File: config.mk
export PLATFORM = sky130hd
export DESIGN_NAME = fsm_flow_ctrl
export DESIGN_NICKNAME = d
export VERILOG_FILES = /design/src/rtl/fsm_flow_ctrl_pkg.sv /design/src/rtl/fsm_flow_ctrl_chan_thresh_cmp.sv /design/src/rtl/fsm_flow_ctrl.sv
export SDC_FILE = /design/constraint.sdc
export NUM_CORES = 1
export LEC_CHECK = 0
export BUFFER_PORTS_ARGS = -buffer_cell sky130_fd_sc_hd__buf_4
export CAP_MARGIN = 40
export CORE_MARGIN = 1
export CORE_UTILIZATION = 35
export DETAILED_ROUTE_END_ITERATION = 12
export GPL_TIMING_DRIVEN = 0
export SLEW_MARGIN = 10
export SYNTH_ARGS = -nofsm -noshare
export SYNTH_HDL_FRONTEND = slang
export SYNTH_SLANG_ARGS = --single-unit
File: constraint.sdc
create_clock -name clk -period 4.53 [get_ports clk]
set_input_delay 0.906 -clock clk [delete_from_list [all_inputs] [get_ports clk]]
set_output_delay 0.906 -clock clk [all_outputs]
set_load 0.02 [all_outputs]
File: src/rtl/fsm_flow_ctrl_pkg.sv
// Shared state encoding and threshold validation for the FIFO flow-control FSM.
package fsm_flow_ctrl_pkg;

  typedef enum logic [2:0] {
    ST_RESET  = 3'd0,
    ST_INIT   = 3'd1,
    ST_IDLE   = 3'd2,
    ST_ACTIVE = 3'd3,
    ST_ERROR  = 3'd4
  } state_e;

  // A usable window needs L strictly below H, and H must be reachable by a FIFO count.
  function automatic logic threshold_valid(input logic [31:0] l,
                                           input logic [31:0] h,
                                           input logic [31:0] depth);
    if ((l < h) && (h <= depth)) begin
      return 1'b1;
    end else begin
      return 1'b0;
    end
  endfunction

endpackage

File: src/rtl/fsm_flow_ctrl_chan_thresh_cmp.sv
// Combinational count-vs-threshold comparators for one FIFO channel.
module chan_thresh_cmp #(
  parameter int CNT_W    = 5,
  parameter int UMBRAL_W = 8
) (
  input  logic [CNT_W-1:0]    count,
  input  logic [UMBRAL_W-1:0] thr_l,
  input  logic [UMBRAL_W-1:0] thr_h,
  output logic                almost_empty,
  output logic                almost_full
);

  // Compare at the wider of the two widths so neither operand is truncated.
  localparam int CMP_W = (CNT_W > UMBRAL_W) ? CNT_W : UMBRAL_W;

  logic [CMP_W-1:0] count_s;
  logic [CMP_W-1:0] thr_l_s;
  logic [CMP_W-1:0] thr_h_s;

  assign count_s      = CMP_W'(count);
  assign thr_l_s      = CMP_W'(thr_l);
  assign thr_h_s      = CMP_W'(thr_h);
  assign almost_empty = (count_s <= thr_l_s);
  assign almost_full  = (count_s >= thr_h_s);

endmodule

File: src/rtl/fsm_flow_ctrl.sv
// N-channel FIFO flow-control FSM: threshold capture, idle/active tracking,
// per-channel almost-empty/full flags, pause request and sticky error.
module fsm_flow_ctrl
  import fsm_flow_ctrl_pkg::*;
#(
  parameter int NUM_FIFOS  = 8,
  parameter int FIFO_DEPTH = 16,
  parameter int UMBRAL_W   = 8,
  parameter int CNT_W      = $clog2(FIFO_DEPTH + 1)
) (
  input  logic                       clk,
  input  logic                       reset,
  input  logic                       init,
  input  logic [UMBRAL_W-1:0]        umbral_L,
  input  logic [UMBRAL_W-1:0]        umbral_H,
  input  logic [NUM_FIFOS-1:0]       empty_fifo,
  input  logic [NUM_FIFOS*CNT_W-1:0] fifo_count,
  input  logic [NUM_FIFOS-1:0]       fifo_ovf,
  output logic [2:0]                 state,
  output logic [UMBRAL_W-1:0]        umbral_L_out,
  output logic [UMBRAL_W-1:0]        umbral_H_out,
  output logic                       idle_out,
  output logic [NUM_FIFOS-1:0]       almost_empty,
  output logic [NUM_FIFOS-1:0]       almost_full,
  output logic                       pause,
  output logic                       error_out,
  output logic [NUM_FIFOS-1:0]       error_chan
);

  state_e                state_r;
  logic [UMBRAL_W-1:0]   umbral_l_r;
  logic [UMBRAL_W-1:0]   umbral_h_r;
  logic                  idle_r;
  logic                  error_r;
  logic                  pause_r;
  logic [NUM_FIFOS-1:0]  ae_r;
  logic [NUM_FIFOS-1:0]  af_r;
  logic [NUM_FIFOS-1:0]  error_chan_r;

  logic [NUM_FIFOS-1:0]  ae_cmp_s;
  logic [NUM_FIFOS-1:0]  af_cmp_s;
  logic                  all_empty_s;
  logic                  any_ovf_s;
  logic                  cfg_ok_s;

  for (genvar i = 0; i < NUM_FIFOS; i++) begin : g_chan
    chan_thresh_cmp #(
      .CNT_W    (CNT_W),
      .UMBRAL_W (UMBRAL_W)
    ) u_cmp (
      .count        (fifo_count[i*CNT_W +: CNT_W]),
      .thr_l        (umbral_l_r),
      .thr_h        (umbral_h_r),
      .almost_empty (ae_cmp_s[i]),
      .almost_full  (af_cmp_s[i])
    );
  end

  assign all_empty_s = &empty_fifo;
  assign any_ovf_s   = |fifo_ovf;
  assign cfg_ok_s    = threshold_valid(32'(umbral_L), 32'(umbral_H), 32'(FIFO_DEPTH));

  // Outputs are registered against the state being entered, so flags always
  // match the state shown on the same cycle.
  always_ff @(posedge clk or negedge reset) begin
    if (!reset) begin
      state_r      <= ST_RESET;
      umbral_l_r   <= {UMBRAL_W{1'b0}};
      umbral_h_r   <= {UMBRAL_W{1'b0}};
      idle_r       <= 1'b0;
      error_r      <= 1'b0;
      pause_r      <= 1'b0;
      ae_r         <= {NUM_FIFOS{1'b0}};
      af_r         <= {NUM_FIFOS{1'b0}};
      error_chan_r <= {NUM_FIFOS{1'b0}};
    end else begin
      idle_r  <= 1'b0;
      error_r <= 1'b0;
      pause_r <= 1'b0;
      ae_r    <= {NUM_FIFOS{1'b0}};
      af_r    <= {NUM_FIFOS{1'b0}};
      case (state_r)
        ST_RESET: begin
          state_r <= ST_INIT;
        end
        ST_INIT: begin
          if (init) begin
            // Thresholds are latched even when rejected, to aid debug.
            umbral_l_r <= umbral_L;
            umbral_h_r <= umbral_H;
            if (cfg_ok_s) begin
              state_r <= ST_IDLE;
              idle_r  <= 1'b1;
              ae_r    <= {NUM_FIFOS{1'b1}};
            end else begin
              state_r      <= ST_ERROR;
              error_r      <= 1'b1;
              error_chan_r <= {NUM_FIFOS{1'b0}};
            end
          end else begin
            state_r <= ST_INIT;
          end
        end
        ST_IDLE: begin
          if (init) begin
            state_r <= ST_INIT;
          end else if (!all_empty_s) begin
            state_r <= ST_ACTIVE;
            ae_r    <= ae_cmp_s;
            af_r    <= af_cmp_s;
            pause_r <= |af_cmp_s;
          end else begin
            state_r <= ST_IDLE;
            idle_r  <= 1'b1;
            ae_r    <= {NUM_FIFOS{1'b1}};
          end
        end
        ST_ACTIVE: begin
          if (any_ovf_s) begin
            state_r      <= ST_ERROR;
            error_r      <= 1'b1;
            error_chan_r <= fifo_ovf;
          end else if (all_empty_s) begin
            state_r <= ST_IDLE;
            idle_r  <= 1'b1;
            ae_r    <= {NUM_FIFOS{1'b1}};
          end else begin
            state_r <= ST_ACTIVE;
            ae_r    <= ae_cmp_s;
            af_r    <= af_cmp_s;
            pause_r <= |af_cmp_s;
          end
        end
        ST_ERROR: begin
          state_r <= ST_ERROR;
          error_r <= 1'b1;
        end
        default: begin
          state_r <= ST_RESET;
        end
      endcase
    end
  end

  assign state        = state_r;
  assign umbral_L_out = umbral_l_r;
  assign umbral_H_out = umbral_h_r;
  assign idle_out     = idle_r;
  assign almost_empty = ae_r;
  assign almost_full  = af_r;
  assign pause        = pause_r;
  assign error_out    = error_r;
  assign error_chan   = error_chan_r;

endmodule

# ---- Word-level counts from Yosys, hierarchy flattened
# Cells that the tools add are included.
dict set report word_totals {
  reg_bits 46
  inputBits 75
  output_inout_bits 46
  wordCells 77
}
dict set report op_classes {
  order_cmp 18
  n_eq_ne 7
  n_mux 35
  reduce_logical 8
}
# operator count
set op_table {}
lappend op_table {{$mux 8} 11}
lappend op_table {{$ge 5x8->1} 8}
lappend op_table {{$le 5x8->1} 8}
lappend op_table {{$pmux 8 s2} 2}
lappend op_table {{$pmux 8 s3} 1}
lappend op_table {{$reduce_or 8->1} 2}
lappend op_table {{$pmux 3 s5} 1}
lappend op_table {{$mux 1} 13}
lappend op_table {{$mux 3} 3}
lappend op_table {{$le 8x5->1 const B} 1}
lappend op_table {{$lt 8x8->1} 1}
lappend op_table {{$reduce_and 8->1} 1}
lappend op_table {{$eq 3x2->1 const B} 2}
lappend op_table {{$ne 2x2->1 const B} 3}
lappend op_table {{$pmux 1 s3} 2}
lappend op_table {{$reduce_and 4->1} 1}
lappend op_table {{$eq 3x1->1 const B} 1}
lappend op_table {{$eq 3x3->1 const B} 1}
lappend op_table {{$logic_not 3->1} 1}
lappend op_table {{$mux 2} 1}
lappend op_table {{$pmux 1 s2} 1}
lappend op_table {{$reduce_and 2->1} 1}
lappend op_table {{$reduce_bool 2->1} 1}
lappend op_table {{$logic_and 1x1->1} 1}

# ---- Logic depth before layout (Yosys ltp)
# Gate-level depths: netlist of the first run.
dict set report logic_depth {
  depth_word 6
  ltp_mapped 8
  mapped_depth_nobuf 8
}

# ---- Cells and area by module
# Synthesis of the first run repeated with hierarchy kept, for this count alone.
dict set report unflattened {
  cells_unflattened 476
  hier_area_um2 4078.9
}
# mod n_inst cells_each area_each_um2 seq_area_each_um2
set modules_own_cells {}
lappend modules_own_cells {fsm_flow_ctrl 1 204 2077.0 1151.1}
lappend modules_own_cells {chan_thresh_cmp 8 34 250.2 0.0}

# ---- Least setup slack after synthesis of the first run
# Ideal clock, no wire load.
dict set report synth_path {
  kind {input to register}
  start {input fifo_count[20]}
  end {register pause_r, in the netlist pause}
  setup_ns 0.146
  arrival_ns 2.325
  t_required_ns 4.384
  path_slack_ns 2.059
  path_stages 8
  n_path_buf 0
  path_cell_list {inv_1 > ha_1 > nand2b_1 > a211oi_1 > o21bai_1 > a21o_1 > a2111oi_0 > a41oi_1}
}
dict set report synth_between {
  elab_chain_len 5
  word_cells_on_any_way 6
  cone_classes {1 x order compare; 4 x mux; 1 x reduce/logical}
}
# element line
set synth_lines {}
lappend synth_lines {{start: declaration} fsm_flow_ctrl.sv:17} ;# input logic [NUM_FIFOS*CNT_W-1:0] fifo_count,
lappend synth_lines {{$ge 5x8->1 *} fsm_flow_ctrl_chan_thresh_cmp.sv:24} ;# assign almost_full = (count_s >= thr_h_s);
lappend synth_lines {{$reduce_or 8->1 *} {fsm_flow_ctrl.sv:111, fsm_flow_ctrl.sv:131}}
lappend synth_lines {{$mux 1 *} {fsm_flow_ctrl.sv:107, fsm_flow_ctrl.sv:123}}
lappend synth_lines {{$mux 1 (on tied branches)} {fsm_flow_ctrl.sv:119, fsm_flow_ctrl.sv:105}}
lappend synth_lines {{$pmux 1 s2 *} fsm_flow_ctrl.sv:82} ;# case (state_r)
lappend synth_lines {{end signal: assignment} fsm_flow_ctrl.sv:111} ;# pause_r <= |af_cmp_s;
lappend synth_lines {{end signal: assignment} fsm_flow_ctrl.sv:131} ;# pause_r <= |af_cmp_s;
lappend synth_lines {{end: declaration} fsm_flow_ctrl.sv:35} ;# logic pause_r;
# Every way passes the cells marked *; elsewhere a longest branch is shown, timed or not.
# A chain may end at the register's enable or synchronous reset.

# ---- Final worst setup path of the first run
dict set report layout_path {
  start {input umbral_H[1]}
  end {register ae_r[0], in the netlist almost_empty[0]}
}
dict set report layout_between {
  elab_chain_len 6
  word_cells_on_any_way 7
  cone_classes {2 x order compare; 4 x mux; 1 x reduce/logical}
}
# element line
set layout_lines {}
lappend layout_lines {{start: declaration} fsm_flow_ctrl.sv:15} ;# input logic [UMBRAL_W-1:0] umbral_H,
lappend layout_lines {{$lt 8x8->1 / $le 8x5->1 (equally long branches)} fsm_flow_ctrl_pkg.sv:16} ;# if ((l < h) && (h <= depth)) begin
lappend layout_lines {{$logic_and 1x1->1 *} fsm_flow_ctrl_pkg.sv:16}
lappend layout_lines {{$mux 1 *} fsm_flow_ctrl_pkg.sv:16}
lappend layout_lines {{$mux 8 *} fsm_flow_ctrl.sv:91} ;# if (cfg_ok_s) begin
lappend layout_lines {{$mux 8 *} fsm_flow_ctrl.sv:87} ;# if (init) begin
lappend layout_lines {{$pmux 8 s3 *} fsm_flow_ctrl.sv:82}
lappend layout_lines {{end signal: assignment} fsm_flow_ctrl.sv:80} ;# ae_r <= {NUM_FIFOS{1'b0}};
lappend layout_lines {{end signal: assignment} fsm_flow_ctrl.sv:94} ;# ae_r <= {NUM_FIFOS{1'b1}};
lappend layout_lines {{end signal: assignment} fsm_flow_ctrl.sv:109} ;# ae_r <= ae_cmp_s;
lappend layout_lines {{end: declaration} fsm_flow_ctrl.sv:36} ;# logic [NUM_FIFOS-1:0] ae_r;
# Marks and branches as above.

==> results of run 1 <==
power by group through the flow:
stage	clock network [uW]	registers, uW	logic (uW)
2_1_floorplan	0	692	759
3_3_place_gp	0	618	1300
3_5_place_dp	0	619	1350
4_1_cts	290	612	1360
5_1_grt	308	627	1530
6_report	281	611	1350
per-layer routing:
layer	routed length, microns	up-vias	GRT usage (%)
met5	0	-	0
li1	-	1609	-
met3	502	8	2.419
met1	4575	1571	27.10
met4	83	0	4.225
met2	5122	71	34.44
cell usage after synthesis, drive strengths merged:
library cell  count  area, sq um
a21oi            30        157.7
inv              34        127.6
clkbuf            2        7.510
a22o              8        70.07
a211oi            3        22.52
or3               1        6.260
mux2              8        90.09
nor4bb            1        10.01
nand4             3        18.77
nand3            12        60.06
ha               87         1089
a2111oi           1        8.760
a21o             14        105.1
o211ai            2        15.01
nor3              3        25.02
or4               3        26.27
o21a              4        30.03
a31oi             8        50.05
dfrtp            46         1151
o31ai             1        7.510
nor4              2        12.51
a21boi            2        15.01
o311a             1        10.01
nor2b             3        18.77
nor2             15        63.81
o21bai            1        7.510
o21ai            28        143.9
a41oi             1        8.760
nor3b             3        32.53
and2              1        6.260
buf               2        8.750
and3b             1        8.760
and3              8        50.05
o22ai             1        6.260
nand2b            6        37.54
nand2            21        78.83
mux2i             1        10.01
registers in the layout, indices dropped and copies added, names as in the netlist:
name and count:
almost_empty 8, umbral_H_out 8, state 3, pause 1
error_out 1, idle_out 1, umbral_L_out 8, error_chan 8
almost_full 8
layout make-up:
cell class	instances	area share (%)
tap	133	3.484
sequential	46	24.10
clock buffer	7	2.017
multi-input combinational	284	48.19
inverter	34	2.672
timing repair buffer	121	19.02
clock inverter	1	0.1833
buffer	4	0.3405
critical path: cells and delay by family:
kind / cells / cell delay, ps
AOI/OAI and AO/OA: 4 / 800
and+or+nand+nor: 1 / 630
adders and majority gates: 1 / 260
buffers and inverters: 2 / 130
cell families after synthesis:
logic type / after synthesis / share of synthesized area (%)
AND/OR/NAND/NOR: 83 / 12.66
buffers and inverters: 38 / 4.000
multiplexers: 9 / 2.783
flip-flops: 46 / 32.00
AO/OA/AOI/OAI: 105 / 18.30
adder cells (fa/ha/maj): 87 / 30.26
metrics by stage:
stage	instances	setup WS [ps]	hold WS [ps]	area [sq um]	utilization [%]
after floorplan	368	2059	610.4	3597	-
after global placement	621	1593	486.8	4664	47.29
after detailed placement	622	1629	488.0	4672	47.36
after CTS	630	1935	512.0	4777	48.43
after global routing	630	1764	527.6	4777	48.43
final	630	1937	510.3	4777	48.43
how the worst max path moves through the flow:
stage,startpoint,endpoint,slack (ps),depth (start not counted)
global route,umbral_H_out[0]$_DFFE_PN0P_,pause$_DFF_PN0_,1760,7
detailed placement,fifo_count[20],pause$_DFF_PN0_,1630,9
floorplan,fifo_count[20],pause$_DFF_PN0_,2060,8
global placement,umbral_H[1],almost_empty[0]$_DFF_PN0_,1590,8
finish,umbral_H[1],almost_empty[0]$_DFF_PN0_,1940,8
CTS,umbral_H_out[0]$_DFFE_PN0P_,pause$_DFF_PN0_,1940,7
==> results.toml, run 1 <==
[pwr]
pwr-share-seq_pct = 27.2
power_leakage_uw = 0.002522
power_uw = 2242
power_density_nw_per_um2 = 469.3
p_comb_share_pct = 60.2
switchingPower_uw = 1021
p_int_uw = 1221
irDropWorstVdd_uv = 449.0
clkPwrFrac_pct = 12.5
swShare_pct = 45.53

[setup_path]
rr_endpoint = "pause$_DFF_PN0_"
slowest_delay_ps = 630
cp-start-kind = "primary input"
cp.arrival_ps = 2730
path_class = "primary input to register"
crit_slowest_cell = "nor2_1"
end_kind = "register"
crit_path_max_fanout = 8
r2r-start = "umbral_H_out[0]$_DFFE_PN0P_"
worstPathCellList = "buf_4 -> inv_1 -> ha_1 -> a21o_1 -> a211oi_1 -> o311a_1 -> nor2_1 -> a31oi_1"
rr_worst_depth = 7
rrSetupSlack_ps = 1950
crit_required_ps = 4660

[yosys]
ys_types = 44
ys_ff_latch = 46
synthCells = 368
synth_warnings = 0
syn_nets = 530
netlist_area_sq_um = 3597
syn-mean-instance-area_sq_um = 9.775
seq_area_frac_synth_pct = 32.00

[clocking]
cts_inserted_buffers = 5
cts_tree = "yes"
insertion_delay_ps = 300
h-tree-depth = 2
post_cts_buffers = 0
cts.clk_slew.worst_paths_ps = 90
cts_resized = 0
clockRootBuffer = "clkbuf_8"
ctsHoldBuffers = 0
cts_sinks = 46
cts_buffer_depth = 2

[routing]
drc = 0
drt.antenna.violating_nets = 0
post_drt_wl_per_cell_microns = 16.33
drtIter0Drc = 80
viasPerCell = 5.173
routed-via-count = 3259
wl_microns = 10290
firstDrtPassIters = 4

[run]
drv_cap = 0

[sta]
finalMaxSlewViolations = 0
tns_ps = 0
relSlewSlack_pct = 47.26
grt_setup_unrepaired = "no"
finalClockSkew_ps = 15.83
finalHoldViolations = 0
fin_crit_ps = 2593
fmax_mhz = 385.7
post-route-period-util_pct = 57.23
worst_pin_slew_ps = 788.1
setup_viol = 0

[layout]
final_cell_mix = "buf_4, ha_1, dfrtp_1"
n_fill_cell = 937
final_common_cell = "buf_4"
layout-drive-gt1-share_pct = 29.58
final_net_count = 658
seq_area_sq_um = 1151
syn2layout_area_growth_pct = 32.80
multiInputGateArea_sq_um = 2302
antenna_cells = 0

[hold_path]
hp-start = "error_chan[2]$_DFFE_PN0P_"
hold_class = "register to register"
min_path_cells = 1
min_to = "error_chan[2]$_DFFE_PN0P_"

[placed_design]
port-buffer-count = 120
place_hpwl_microns = 8013
place_congestion = 0.8231

[floorplanning]
core-area_sq_um = 9864
placement_rows = 36
io_pins = 121
start_util_pct = 36.47
die_h_microns = 103.4
die_w_microns = 103.4
die_area_sq_um = 10690

[global_route]
grt_pass1_vias = 3149
grt_max_degree = 47
grt_pass1_wl_microns = 16080
gr-total-overflow = 0
grt_antenna_before_repair = 0
grt_usage_pct = 20.06

[run_status]
outcome = "finished, final reports clean"
(Power assumes the default switching activity.)
==> inputs of run 2 (changes only) <==
==> constraint.sdc (replaced) <==
create_clock -name clk -period 2.2 [get_ports clk]
set_input_delay 0.44 -clock clk [delete_from_list [all_inputs] [get_ports clk]]
set_output_delay 0.44 -clock clk [all_outputs]
set_load 0.02 [all_outputs]
==> results.toml, run 2 (synthesized netlist as in run 1, its figures left out) <==
[sta]
relSlewSlack_pct = 41.34
timing.final.ws_setup_ps = 36.63
fin_crit_ps = 2163
fmax_mhz = 462.2
setup_viol = 0
grt_setup_unrepaired = "yes"
finalMaxSlewViolations = 0
worst_pin_slew_ps = 873.1
post-route-period-util_pct = 98.33
finalClockSkew_ps = 17.25
hold_ws_ps = 134.1
finalHoldViolations = 0

[placed_design]
place_hpwl_microns = 8013
place_congestion = 0.8231
dp.cells = 622
port-buffer-count = 120
detailedPlace.worstSlack_ps = -371.4

[setup_path]
rr_endpoint = "pause$_DFF_PN0_"
startpoint = "umbral_H_out[1]$_DFFE_PN0P_"
rrSetupSlack_ps = 40
crit_path_max_fanout = 6
cp.arrival_ps = 2340
crit_required_ps = 2370
rr_worst_depth = 8
end_kind = "register"
cp-start-kind = "register"
r2r-start = "umbral_H_out[1]$_DFFE_PN0P_"
path_class = "register to register"
endpoint = "pause$_DFF_PN0_"

[layout]
seq_area_sq_um = 1152
final_cell_mix = "buf_4, ha_1, dfrtp_1"
layout-drive-gt1-share_pct = 35.28
antenna_cells = 0
final_cells = 646
final_net_count = 674
final_common_cell = "buf_4"
multiInputGateArea_sq_um = 2387
final_util_pct = 50.79
n_fill_cell = 914
syn2layout_area_growth_pct = 39.27

[routing]
post_drt_wl_per_cell_microns = 16.42
drc = 0
viasPerCell = 5.226
firstDrtPassIters = 4
drt.antenna.violating_nets = 0
drtIter0Drc = 114
wl_microns = 10610
routed-via-count = 3376

[pwr]
power_leakage_uw = 0.002594
irDropWorstVdd_uv = 927.9
power_density_nw_per_um2 = 1011

[floorplanning]
start_util_pct = 36.47
io_pins = 121
die_h_microns = 103.4
core-area_sq_um = 9864
die_w_microns = 103.4
placement_rows = 36
die_area_sq_um = 10690

[clocking]
clockRootBuffer = "clkbuf_8"
cts_buffer_depth = 2
cts.clk_slew.worst_paths_ps = 90
insertion_delay_ps = 300
cts_tree = "yes"
h-tree-depth = 2
cts_sinks = 46
cts_inserted_buffers = 5

[global_route]
grt_max_degree = 47
grt_pass1_wl_microns = 16570
grt_pass1_vias = 3252
grt_usage_pct = 20.72
gr-total-overflow = 0
grt_antenna_before_repair = 0

[run]
drv_cap = 0

[hold_path]
hold_class = "primary input to async pin"

[run_status]
outcome = "finished, final reports clean"
[run 2: changes by cell type in the layout (fill, tap and decap cells not counted), sizes merged]
| cell | previous run | this run |
|---|---|---|
| buf | 123 | 139 |
| clkinvlp | 0 | 4 |
| inv | 34 | 30 |
[run 2: how the worst min path moves through the flow]
stage | from | end | slack, ps | cells past startpoint
6_report | reset | error_chan[2]$_DFFE_PN0P_ | 130 | 1
5_1_grt | reset | error_chan[2]$_DFFE_PN0P_ | 180 | 1
4_1_cts | reset | error_chan[2]$_DFFE_PN0P_ | 160 | 1
3_5_place_dp | reset | error_chan[2]$_DFFE_PN0P_ | 490 | 1
3_3_place_gp | reset | error_chan[2]$_DFFE_PN0P_ | 480 | 1
2_1_floorplan | reset | almost_empty[0]$_DFF_PN0_ | 140 | 0
[run 2: final cells by class]
cell class	count	share of cell area (%)
multi-input cells	284	47.65
flip-flops and latches	46	23.00
well taps	133	3.322
plain buffers	4	0.3247
clock buffers	7	1.923
inverters	34	2.847
clock inverters	1	0.1748
repair buffers	137	20.75
[run 2: power breakdown]
group / switching, uW / total (uW) / internal [uW]
clock: 290 / 578 / 288
sequential: 224 / 1260 / 1030
combinational: 1750 / 3230 / 1480
[run 2: worst max-delay path: stages (launching register included)]
cell,delay [ps]
dfrtp_1,410
clkinvlp_4,240
buf_6,190
ha_1,270
a21o_1,170
a21oi_2,140
o21ai_2,90
a2111oi_4,360
a41oi_2,150
[run 2: through the flow]
step / instance area [sq um] / power (uW) / TNS (ps)
after floorplan: 3597 / 2989 / 0
after global placement: 4664 / 3944 / -2188
after detailed placement: 4672 / 4050 / -2148
after CTS: 4871 / 4846 / 0
after global routing: 5010 / 5543 / -69.92
final: 5010 / 5065 / 0
[run 2: timing repair]
action	CTS	global route
hold buffers	0	0
setup endpoints to repair	1	6
gates resized for setup	6	23
setup buffers	10	6
pin swaps	0	8
[run 2: routing by layer]
metal | up-vias | routed length [microns] | track usage (%)
met3 | 14 | 549 | 2.419
met2 | 85 | 5280 | 35.05
li1 | 1644 | - | -
met5 | - | 0 | 0
met1 | 1633 | 4615 | 28.02
met4 | 0 | 164 | 5.525
==> inputs of run 3 (changes only) <==
--- a/config.mk
+++ b/config.mk
@@ -11,6 +11,7 @@
 export CORE_UTILIZATION = 35
 export DETAILED_ROUTE_END_ITERATION = 12
 export GPL_TIMING_DRIVEN = 0
+export SETUP_SLACK_MARGIN = 0.15
 export SLEW_MARGIN = 10
 export SYNTH_ARGS = -nofsm -noshare
 export SYNTH_HDL_FRONTEND = slang
==> results.toml, run 3 (synthesized netlist as in run 1, its figures left out) <==
[run]
drv_cap = 0

[placed_design]
placed_area_sq_um = 4673
place_hpwl_microns = 8078
place_congestion = 0.8202
port-buffer-count = 120

[setup_path]
critPathTopFamily = "compound AO/OA/AOI/OAI gates"
critical_path_buf_inv_count = 2
rr_endpoint = "pause$_DFF_PN0_"
crit_required_ps = 2380
cp-start-kind = "register"
end_kind = "register"
path_class = "register to register"
r2r-start = "umbral_H_out[2]$_DFFE_PN0P_"
cp.arrival_ps = 2320
crit_path_max_fanout = 8
rr_worst_depth = 8
rrSetupSlack_ps = 60
worstPathCellList = "clkinvlp_4 -> buf_4 -> ha_1 -> o211ai_1 -> o21a_1 -> a21oi_1 -> a2111oi_4 -> a41oi_1"
slowest_delay_ps = 400
crit_slowest_cell = "dfrtp_1"

[layout]
antenna_cells = 0
final_cell_area_sq_um = 4995
layout-drive-gt1-share_pct = 34.74
final_common_cell = "buf_4"
syn2layout_area_growth_pct = 38.85
final_net_count = 682
final_cell_mix = "buf_4, ha_1, dfrtp_1"

[clocking]
insertion_delay_ps = 320
cts_sinks = 46
h-tree-depth = 2
cts_buffer_depth = 2
cts.clk_slew.worst_paths_ps = 100
cts_tree = "yes"
cts_inserted_buffers = 5
ctsHoldBuffers = 0
clockRootBuffer = "clkbuf_8"

[sta]
setup_viol = 0
worst_pin_slew_ps = 599.2
grt_setup_unrepaired = "yes"
finalClockSkew_ps = 11.99
fin_crit_ps = 2144
finalMaxSlewViolations = 0
relSlewSlack_pct = 60.05
post-route-period-util_pct = 97.43
hold_ws_ps = 131.1
fmax_mhz = 466.5
finalHoldViolations = 0

[global_route]
gr-total-overflow = 0
grt_pass1_vias = 3119
grt_pass1_wl_microns = 16060
grt_antenna_before_repair = 0
grt_usage_pct = 20.46
grt_max_degree = 47

[hold_path]
hold_class = "primary input to async pin"

[floorplanning]
die_area_sq_um = 10690
die_h_microns = 103.4
die_w_microns = 103.4
start_util_pct = 36.47
placement_rows = 36
core-area_sq_um = 9864
io_pins = 121

[run_status]
outcome = "finished, final reports clean"

[routing]
viasPerCell = 5.095
post_drt_wl_per_cell_microns = 16.41
wl_microns = 10730
drc = 0
drt.antenna.violating_nets = 0
drtIter0Drc = 81
firstDrtPassIters = 4
routed-via-count = 3332

[pwr]
power_leakage_uw = 0.002616
power_density_nw_per_um2 = 1008
irDropWorstVdd_uv = 887.6
run 3: changes by cell type in the layout (fill, tap and decap cells not counted), moves of 3 or more:
cell,previous run,this run
buf_6,3,0
ha_1,84,87
buf_4,134,145
a21oi_2,6,2
a21oi_1,24,28
run 3: cell type report:
cell class	count	area, sq um
timing repair buffer	145	1089
multi-input combinational	284	2338
inverter	34	142.6
buffer	4	16.27
sequential	46	1152
tap	133	166.4
fill	929	4870
clock buffer	5	68.82
clock inverter	3	21.27
run 3: worst max-delay path by stage:
stage	to	cells past startpoint	slack, ps	start
after floorplan	pause$_DFF_PN0_	7	170	umbral_H_out[0]$_DFFE_PN0P_
after global routing	pause$_DFF_PN0_	8	-50	umbral_H_out[1]$_DFFE_PN0P_
after CTS	pause$_DFF_PN0_	9	40	umbral_H_out[1]$_DFFE_PN0P_
after global placement	almost_empty[0]$_DFF_PN0_	8	-300	umbral_H[1]
final	pause$_DFF_PN0_	8	60	umbral_H_out[2]$_DFFE_PN0P_
after detailed placement	almost_empty[0]$_DFF_PN0_	8	-290	umbral_H[1]
run 3: worst reg2reg max path: cells and delay by family, from the launching register on:
family	cells	cell delay, ps
DFF	1	400
adders and majority gates	1	260
AOI/OAI and AO/OA	5	910
buffers and inverters	2	440
run 3: per-stage QoR:
step           util (%)  cells  total power, uW  setup WS [ps]  TNS (ps)
6_report          50.63    654             5035          56.47         0
5_1_grt           50.63    654             5461         -54.17    -54.17
4_1_cts           49.33    641             4801          35.75         0
3_5_place_dp      47.37    622             4047         -290.4     -2334
3_3_place_gp      47.30    621             3921         -298.1     -2421
2_1_floorplan         -    368             2991          167.6         0
run 3: per-layer routing:
metal | wire (microns) | up-vias | GRT usage [%]
li1 | - | 1663 | -
met5 | 0 | - | 0
met1 | 4697 | 1567 | 27.00
met2 | 5193 | 85 | 33.67
met3 | 637 | 17 | 3.763
met4 | 201 | 0 | 6.934
run 3: what timing repair did:
action / CTS / global route
pin swaps: 0 / 3
setup buffers: 11 / 13
gates resized for setup: 6 / 9
setup endpoints to repair: 9 / 5
endpoints found under the hold margin: 0 / 0
run 3: report_power, final:
group	internal, uW	switching (uW)	total (uW)
clock	224	328	552
combinational	1510	1710	3220
sequential	1030	232	1260
total	2760	2270	5030
